[src/rtl/cpu_cnt_pkg.sv]
// cpu_cnt_pkg: shared definitions for the CPU up/down modulo counters.
//   - cnt_op_e   : decoded per-edge operation (hold, clear, load, up, down)
//   - cnt_clog2  : ceil(log2) helper for sizing counters from a modulus
//   - default widths of the counter instances used in the CPU
package cpu_cnt_pkg;

   typedef enum logic [2:0] {
      OP_HOLD,
      OP_CLR,
      OP_LD,
      OP_UP,
      OP_DN
   } cnt_op_e;

   localparam int SEQ_CNT_W      = 5;  // hardwired control sequencer
   localparam int PC_CNT_W       = 6;  // program counter
   localparam int ACC_CNT_W      = 9;  // accumulator
   localparam int DEFAULT_STEP_W = 3;

   // Bits needed to hold values 0..v-1 (minimum 1).
   function automatic int cnt_clog2(input longint unsigned v);
      int r;
      r = 0;
      for (int i = 0; i < 64; i++) begin
         if ((64'd1 << i) < v) r = i + 1;
      end
      return (r == 0) ? 1 : r;
   endfunction

endpackage

[src/rtl/counter_mod_next.sv]
// counter_mod_next: combinational next-count and wrap detect.
//   state : current count
//   step  : step magnitude (0 = no change)
//   up    : 1 = count up, 0 = count down
//   nxt   : resulting count
//   wrap  : the step crossed MAX_VAL (up) or 0 (down)
// Build option COUNTER_MOD_SAT_EN: clamp at MAX_VAL/0 instead of wrapping.
// All sums are WIDTH+1 bits, so MAX_VAL = 2**WIDTH-1 cannot overflow.
module counter_mod_next
   import cpu_cnt_pkg::*;
#(
   parameter int               WIDTH   = 6,
   parameter logic [WIDTH-1:0] MAX_VAL = {WIDTH{1'b1}},
   parameter int               STEP_W  = DEFAULT_STEP_W
) (
   input  logic [WIDTH-1:0]  state,
   input  logic [STEP_W-1:0] step,
   input  logic              up,
   output logic [WIDTH-1:0]  nxt,
   output logic              wrap
);

   localparam logic [WIDTH:0] LIM = {1'b0, MAX_VAL};
   localparam logic [WIDTH:0] MOD = LIM + (WIDTH+1)'(1);

   logic [WIDTH:0] cur, stp, sum;

   assign cur = {1'b0, state};
   assign stp = (WIDTH+1)'(step);
   assign sum = cur + stp;

   always_comb begin
      nxt  = state;
      wrap = 1'b0;
      if (up) begin
         if (sum > LIM) begin
            wrap = 1'b1;
`ifdef COUNTER_MOD_SAT_EN
            nxt  = MAX_VAL;
`else
            nxt  = WIDTH'(sum - MOD);
`endif
         end else begin
            nxt = sum[WIDTH-1:0];
         end
      end else begin
         if (stp > cur) begin
            wrap = 1'b1;
`ifdef COUNTER_MOD_SAT_EN
            nxt  = '0;
`else
            // state + MOD - step, arranged so the intermediate stays below MOD
            nxt  = WIDTH'(MOD - (stp - cur));
`endif
         end else begin
            nxt = WIDTH'(cur - stp);
         end
      end
   end

endmodule

[src/rtl/counter_mod_updown.sv]
// counter_mod_updown: up/down modulo counter with load, clear, step,
// sticky overflow/underflow flags and a one-cycle wrap pulse.
// All state changes on the falling edge of CLK; RST is async active-high.
//   CLK, RST         : clock (negedge active), async reset
//   CLR, LD          : sync clear to RST_VAL, sync load of DATA (clamped)
//   INC, DEC, STEP   : count up/down by STEP; both or neither = hold
//   DATA             : load value
//   FLAG_CLR         : clears OVF/UNF (a same-edge wrap still sets them)
//   STATE            : registered count
//   OVF, UNF         : sticky up-wrap / down-wrap flags
//   WRAP             : registered pulse for the cycle after a wrap event
// Build option COUNTER_MOD_SAT_EN: saturate instead of wrap (same ports).
module counter_mod_updown
   import cpu_cnt_pkg::*;
#(
   parameter int               WIDTH   = 6,
   parameter logic [WIDTH-1:0] MAX_VAL = {WIDTH{1'b1}},
   parameter int               STEP_W  = DEFAULT_STEP_W,
   parameter logic [WIDTH-1:0] RST_VAL = '0
) (
   input  logic              CLK,
   input  logic              RST,
   input  logic              CLR,
   input  logic              LD,
   input  logic              INC,
   input  logic              DEC,
   input  logic [STEP_W-1:0] STEP,
   input  logic [WIDTH-1:0]  DATA,
   input  logic              FLAG_CLR,
   output logic [WIDTH-1:0]  STATE,
   output logic              OVF,
   output logic              UNF,
   output logic              WRAP
);

   cnt_op_e          op;
   logic [WIDTH-1:0] cnt_nxt, state_d;
   logic             cnt_wrap, ovf_d, unf_d, wrap_d;
   logic [WIDTH:0]   step_ext;

   // priority: CLR > LD > exactly one of INC/DEC
   always_comb begin
      op = OP_HOLD;
      if (CLR)             op = OP_CLR;
      else if (LD)         op = OP_LD;
      else if (INC && !DEC) op = OP_UP;
      else if (DEC && !INC) op = OP_DN;
   end

   counter_mod_next #(
      .WIDTH   (WIDTH),
      .MAX_VAL (MAX_VAL),
      .STEP_W  (STEP_W)
   ) u_next (
      .state (STATE),
      .step  (STEP),
      .up    (op == OP_UP),
      .nxt   (cnt_nxt),
      .wrap  (cnt_wrap)
   );

   always_comb begin
      state_d = STATE;
      wrap_d  = 1'b0;
      ovf_d   = OVF & ~FLAG_CLR;
      unf_d   = UNF & ~FLAG_CLR;
      case (op)
         OP_CLR: state_d = RST_VAL;
         OP_LD:  state_d = (DATA > MAX_VAL) ? MAX_VAL : DATA;
         OP_UP: begin
            state_d = cnt_nxt;
            wrap_d  = cnt_wrap;
            if (cnt_wrap) ovf_d = 1'b1;
         end
         OP_DN: begin
            state_d = cnt_nxt;
            wrap_d  = cnt_wrap;
            if (cnt_wrap) unf_d = 1'b1;
         end
         default: ;
      endcase
   end

   always_ff @(negedge CLK or posedge RST) begin
      if (RST) begin
         STATE <= RST_VAL;
         OVF   <= 1'b0;
         UNF   <= 1'b0;
         WRAP  <= 1'b0;
      end else begin
         STATE <= state_d;
         OVF   <= ovf_d;
         UNF   <= unf_d;
         WRAP  <= wrap_d;
      end
   end

   // a step larger than the modulus has no defined meaning
   assign step_ext = (WIDTH+1)'(STEP);

   a_step_legal: assert property (@(negedge CLK) disable iff (RST)
      (INC || DEC) |-> (step_ext <= {1'b0, MAX_VAL}));

endmodule
[config.mk]
export PLATFORM = sky130hd
export DESIGN_NAME = counter_mod_updown
export DESIGN_NICKNAME = d
export VERILOG_FILES = /design/src/rtl/cpu_cnt_pkg.sv /design/src/rtl/counter_mod_next.sv /design/src/rtl/counter_mod_updown.sv
export SDC_FILE = /design/constraint.sdc
export NUM_CORES = 1
export LEC_CHECK = 0
export ABC_AREA = 1
export BUFFER_PORTS_ARGS = -buffer_cell sky130_fd_sc_hd__buf_2
export CORE_ASPECT_RATIO = 1.1
export CORE_MARGIN = 2
export CORE_UTILIZATION = 54
export DETAILED_ROUTE_END_ITERATION = 10
export MAX_ROUTING_LAYER = met4
export PLACE_DENSITY_LB_ADDON = 0.1
export SLEW_MARGIN = 20
export SYNTH_ARGS = -nofsm -noshare
export SYNTH_HDL_FRONTEND = slang
export SYNTH_SLANG_ARGS = --single-unit
[constraint.sdc]
create_clock -name CLK -period 2.91 [get_ports CLK]
set_input_delay 0.582 -clock CLK [delete_from_list [all_inputs] [get_ports CLK]]
set_output_delay 0.582 -clock CLK [all_outputs]
set_load 0.1 [all_outputs]
==> results of run 1 <==
-- cells in the mapped netlist --
library cell   n  area (um2)
nand2_1       45       168.9
dfrtn_1        9       225.2
o211ai_1       1       7.510
nand3b_1       1       7.510
o211ai_2       1       12.51
nand2_2        1       6.260
nand3_1       17       85.08
nor2_1         7       26.28
o21ai_2        1       8.760
clkinv_4       1       8.760
inv_2          2       7.510
nand4_2        1       12.51
o21ai_0        2       10.01
fa_1           2       40.04
nor2_4         3       33.78
ha_1           6       75.07
inv_1         19       71.32
nand3_4        1       17.52
-- per-stage QoR --
stage / hold slack, ns / setup TNS [ns]
after detailed placement: 0.5064 / -4.349
after global placement: 0.4883 / -3.184
after floorplan: 0.9413 / -2.943
-- kinds of logic after synthesis --
kind of cell / count (synthesis)
DFF: 9
adders and majority gates: 8
AOI/OAI and AO/OA: 5
buffers and inverters: 22
and+or+nand+nor: 76
==> reports/qor.yml, run 1 <==
logic_synthesis:
  postSynthCellCount: 120
  synth-seq-area-share: 0.2731
  synth-adder-area-share: 0.1396
  netlist_area_um2: 824.5
  avgSynthCellArea_um2: 6.871
  syn-num-nets: 144
  synth_top_family_by_area: "simple AND/OR/NAND/NOR gates"
  synthXorXnorAreaFrac: 0
  ys_seq_elements: 9
  synth_compound_area_frac: 0.04704
  yosys_warnings: 0
  synthSimpleGateAreaFrac: 0.4340
  synthDistinctLibCells: 18
  synthMuxAreaShare: 0
clock_tree:
  cts_made_buffers: 3
  cts-resized-gates: 15
  cts_root_buffer: "clkbuf_4"
  cts_hold_buf: 0
  numClockSinks: 9
  cts.htree.levels: 1
  clockBufferDepth: 2
  post_cts_buffers: 8
floorplanning:
  row_count: 14
  fp.dieW_um: 41.26
  start_util: 0.5884
  dieHeight_um: 44.99
  ios: 25
status:
  failed_stage: "4_1_cts"
  error: "[ERROR DPL-0038] Utilization greater than 100%, impossible to legalize"
  status: "stopped before the end"
placement:
  place_ws_ns: -0.7010
  port_buffers: 24
  place_area_um2: 1277
  dp_hpwl_mm: 2.652
  routabilityCongestion: 0.8870
  place_inst: 179
==> inputs of run 2 (changes only) <==
--- a/config.mk
+++ b/config.mk
@@ -7,12 +7,10 @@
 export LEC_CHECK = 0
 export ABC_AREA = 1
 export BUFFER_PORTS_ARGS = -buffer_cell sky130_fd_sc_hd__buf_2
-export CORE_ASPECT_RATIO = 1.1
-export CORE_MARGIN = 2
-export CORE_UTILIZATION = 54
+export CORE_AREA = 2 2 63 65
 export DETAILED_ROUTE_END_ITERATION = 10
-export MAX_ROUTING_LAYER = met4
-export PLACE_DENSITY_LB_ADDON = 0.1
+export DIE_AREA = 0 0 65 67
+export PLACE_DENSITY_LB_ADDON = 0.15
 export SLEW_MARGIN = 20
 export SYNTH_ARGS = -nofsm -noshare
 export SYNTH_HDL_FRONTEND = slang
==> run 2 against run 1 <==
Effect of this change: the flow now finishes, with violations (setup timing); synthesized cell count stayed put; synthesized area stayed put.
==> reports/qor.yml, run 2 <==
worst_hold_path:
  hp-class: "flop to flop"
  hold_depth: 2
logic_synthesis:
  synth_top_family_by_area: "simple AND/OR/NAND/NOR gates"
  postSynthCellCount: 120
  synthSimpleGateAreaFrac: 0.4340
  synthDistinctLibCells: 18
  synthMuxAreaShare: 0
  synth_top_cell_area_share: 0.2731
  yosys-top-cells-count: "45 x nand2_1, 19 x inv_1, 17 x nand3_1, 9 x dfrtn_1, 7 x nor2_1"
  synth-seq-area-share: 0.2731
  yosys-top-cells-area: "dfrtn_1 27%, nand2_1 20%, nand3_1 10%"
  synth-async-reset-ratio: 1.000
  synth-adder-area-share: 0.1396
  ys_seq_elements: 9
  syn-num-nets: 144
  netlist_area_um2: 824.5
  avgSynthCellArea_um2: 6.871
  yosysMostFrequentCell: "nand2_1"
  yosysTopAreaCell: "dfrtn_1"
  synthXorXnorAreaFrac: 0
  synth_compound_area_frac: 0.04704
  synth_flop_cell: "dfrtn_1"
  synth-edff-count: 0
  yosys_warnings: 0
clock_tree:
  cts_tree: "built"
  clkTransAtPathRegs_ns: 0.04
  cts_root_buffer: "clkbuf_8"
  clockBufferDepth: 2
  cts_made_buffers: 3
  cts.htree.levels: 1
  clk_latency_ns: 0.26
  numClockSinks: 9
setup_path:
  required_ns: 1.56
  worstPathMaxFanout: 2
  end_kind: "flop"
  slowest_delay_ns: 0.22
  rr_worst_depth: 12
  cp-start-kind: "input pin"
  cp_slowest_cell: "fa_2"
  crit_top_cell: "nand3_2"
  path_class: "input pin to flop"
  cp.arrival_ns: 1.84
  crit_chain: "buf_8, buf_4, buf_6, ha_4, inv_4, fa_2, nand2_2, nand3_2, buf_4, nand3_1, nand3_2, nand3_2"
cells_and_area:
  top_register: "STATE"
  instances_no_fill: 225
  area_growth_pct: 87.25
  fin_util: 0.4282
  finalInstanceArea_um2: 1544
  final_cell_mix: "40 x nand2_1, 26 x buf_4, 14 x inv_1"
  drive_above_1_share: 0.5141
  nNetsFinal: 202
  layout_commonest_cell: "nand2_1"
  num_antenna_cells: 0
  largest_reg_flops: 6
timing:
  final.setup_skew_ns: 0.002758
  worst_pin_slew_ns: 0.3994
  finalHoldViolCount: 0
  fin_setup_tns_ns: -1.807
  slew_headroom: 0.7334
  finalSetupViolCount: 16
  fin_ws_ns: -0.2852
  rsz0062_at_grt: "true"
  final-max-slew-violation-count: 0
floorplanning:
  core_area_um2: 3606
  ios: 25
  die_area_um2: 4355
  dieHeight_um: 67
  row_count: 22
  fp.dieW_um: 65
  start_util: 0.2287
route:
  drt-initial-drc-count: 30
  viasPerCell: 4.169
  drt_pre_antenna_iters: 4
  wl_per_cell_um: 10.82
  detail-route-antenna-nets: 0
  drcViolationCount: 0
  wl_mm: 2.435
  vias: 938
global_routing:
  grt_pass1_vias: 919
  grt_usage: 0.1211
  grt_max_degree: 10
  antenna_found_initial: 0
  grt_overflow: 0
  grt_pass1_wl_mm: 3.933
power_and_ir_drop:
  ir_drop_mv: 0.1091
  p_per_area_nw_per_um2: 412.0
  cellLeakagePower_nw: 0.8042
placement:
  port_buffers: 24
  place_area_um2: 1333
  place_ws_ns: -0.5766
  routabilityCongestion: 0.8575
  place_inst: 213
  dp_hpwl_mm: 1.871
status:
  status: "complete, but fails checks"
  violations: "setup timing"
flow_run:
  max_cap_viol_count: 0
## run 2: metal layers
metal / vias to the layer above / global-route usage / wire length [um]
met3: 5 / 0.01689 / 51
met2: 15 / 0.2101 / 1224
li1: 489 / - / -
met5: - / 0 / 0
met4: 0 / 0.06383 / 55
met1: 429 / 0.1446 / 1103
## run 2: final cells by class
| cell class | instances | area [um2] |
|---|---|---|
| Fill cell | 352 | 2062 |
| Multi-Input combinational cell | 89 | 620.6 |
| Timing Repair Buffer | 53 | 500.5 |
| Sequential cell | 9 | 225.2 |
| Inverter | 22 | 92.59 |
| Tap cell | 48 | 60.06 |
| Clock buffer | 4 | 45.04 |
## run 2: kinds of logic (layout without fill, tap and decap cells)
| group | count (synthesis) | count (layout) |
|---|---|---|
| buffers and inverters | 22 | 79 |
| adders and majority gates | 8 | 8 |
| and+or+nand+nor | 76 | 76 |
| DFF | 9 | 9 |
| AOI/OAI and AO/OA | 5 | 5 |
## run 2: repair_timing
| action | in CTS | in global routing |
|---|---|---|
| setup buffers | 3 | 5 |
| resized for setup | 17 | 12 |
| hold buffers | 0 | 0 |
| setup endpoints to repair | 16 | 17 |
| pin swaps | 24 | 22 |
## run 2: final timing paths
path / slack, ns / from / to
min reg2reg: 0.49 / OVF / OVF
max reg2reg: 1.00 / STATE[0] / STATE[4]
max in group asynchronous: 0.95 / RST / UNF
min in group asynchronous: 1.65 / RST / STATE[3]
min: 0.49 / OVF / OVF
max: -0.29 / STEP[0] / STATE[4]
## run 2: power breakdown
part	leakage (nW)	total (mW)	switching [mW]	internal [mW]
clock	0.0228	0.151	0.0548	0.0959
combinational	0.662	0.338	0.191	0.146
sequential	0.120	0.148	0.0109	0.137
## run 2: through the flow
stage	hold slack, ns	total power [mW]
final	0.4933	0.6362
after global routing	0.5338	0.6750
after CTS	0.4948	0.6181
after detailed placement	0.4933	0.4381
after global placement	0.4889	0.4341
after floorplan	0.9413	0.3188
## run 2: critical path, delay by kind of cell
kind,cells,cell delay [ns]
buf+inv,5,0.49
fa+ha+maj,2,0.37
simple gates,5,0.40
(Power assumes the default switching activity.)
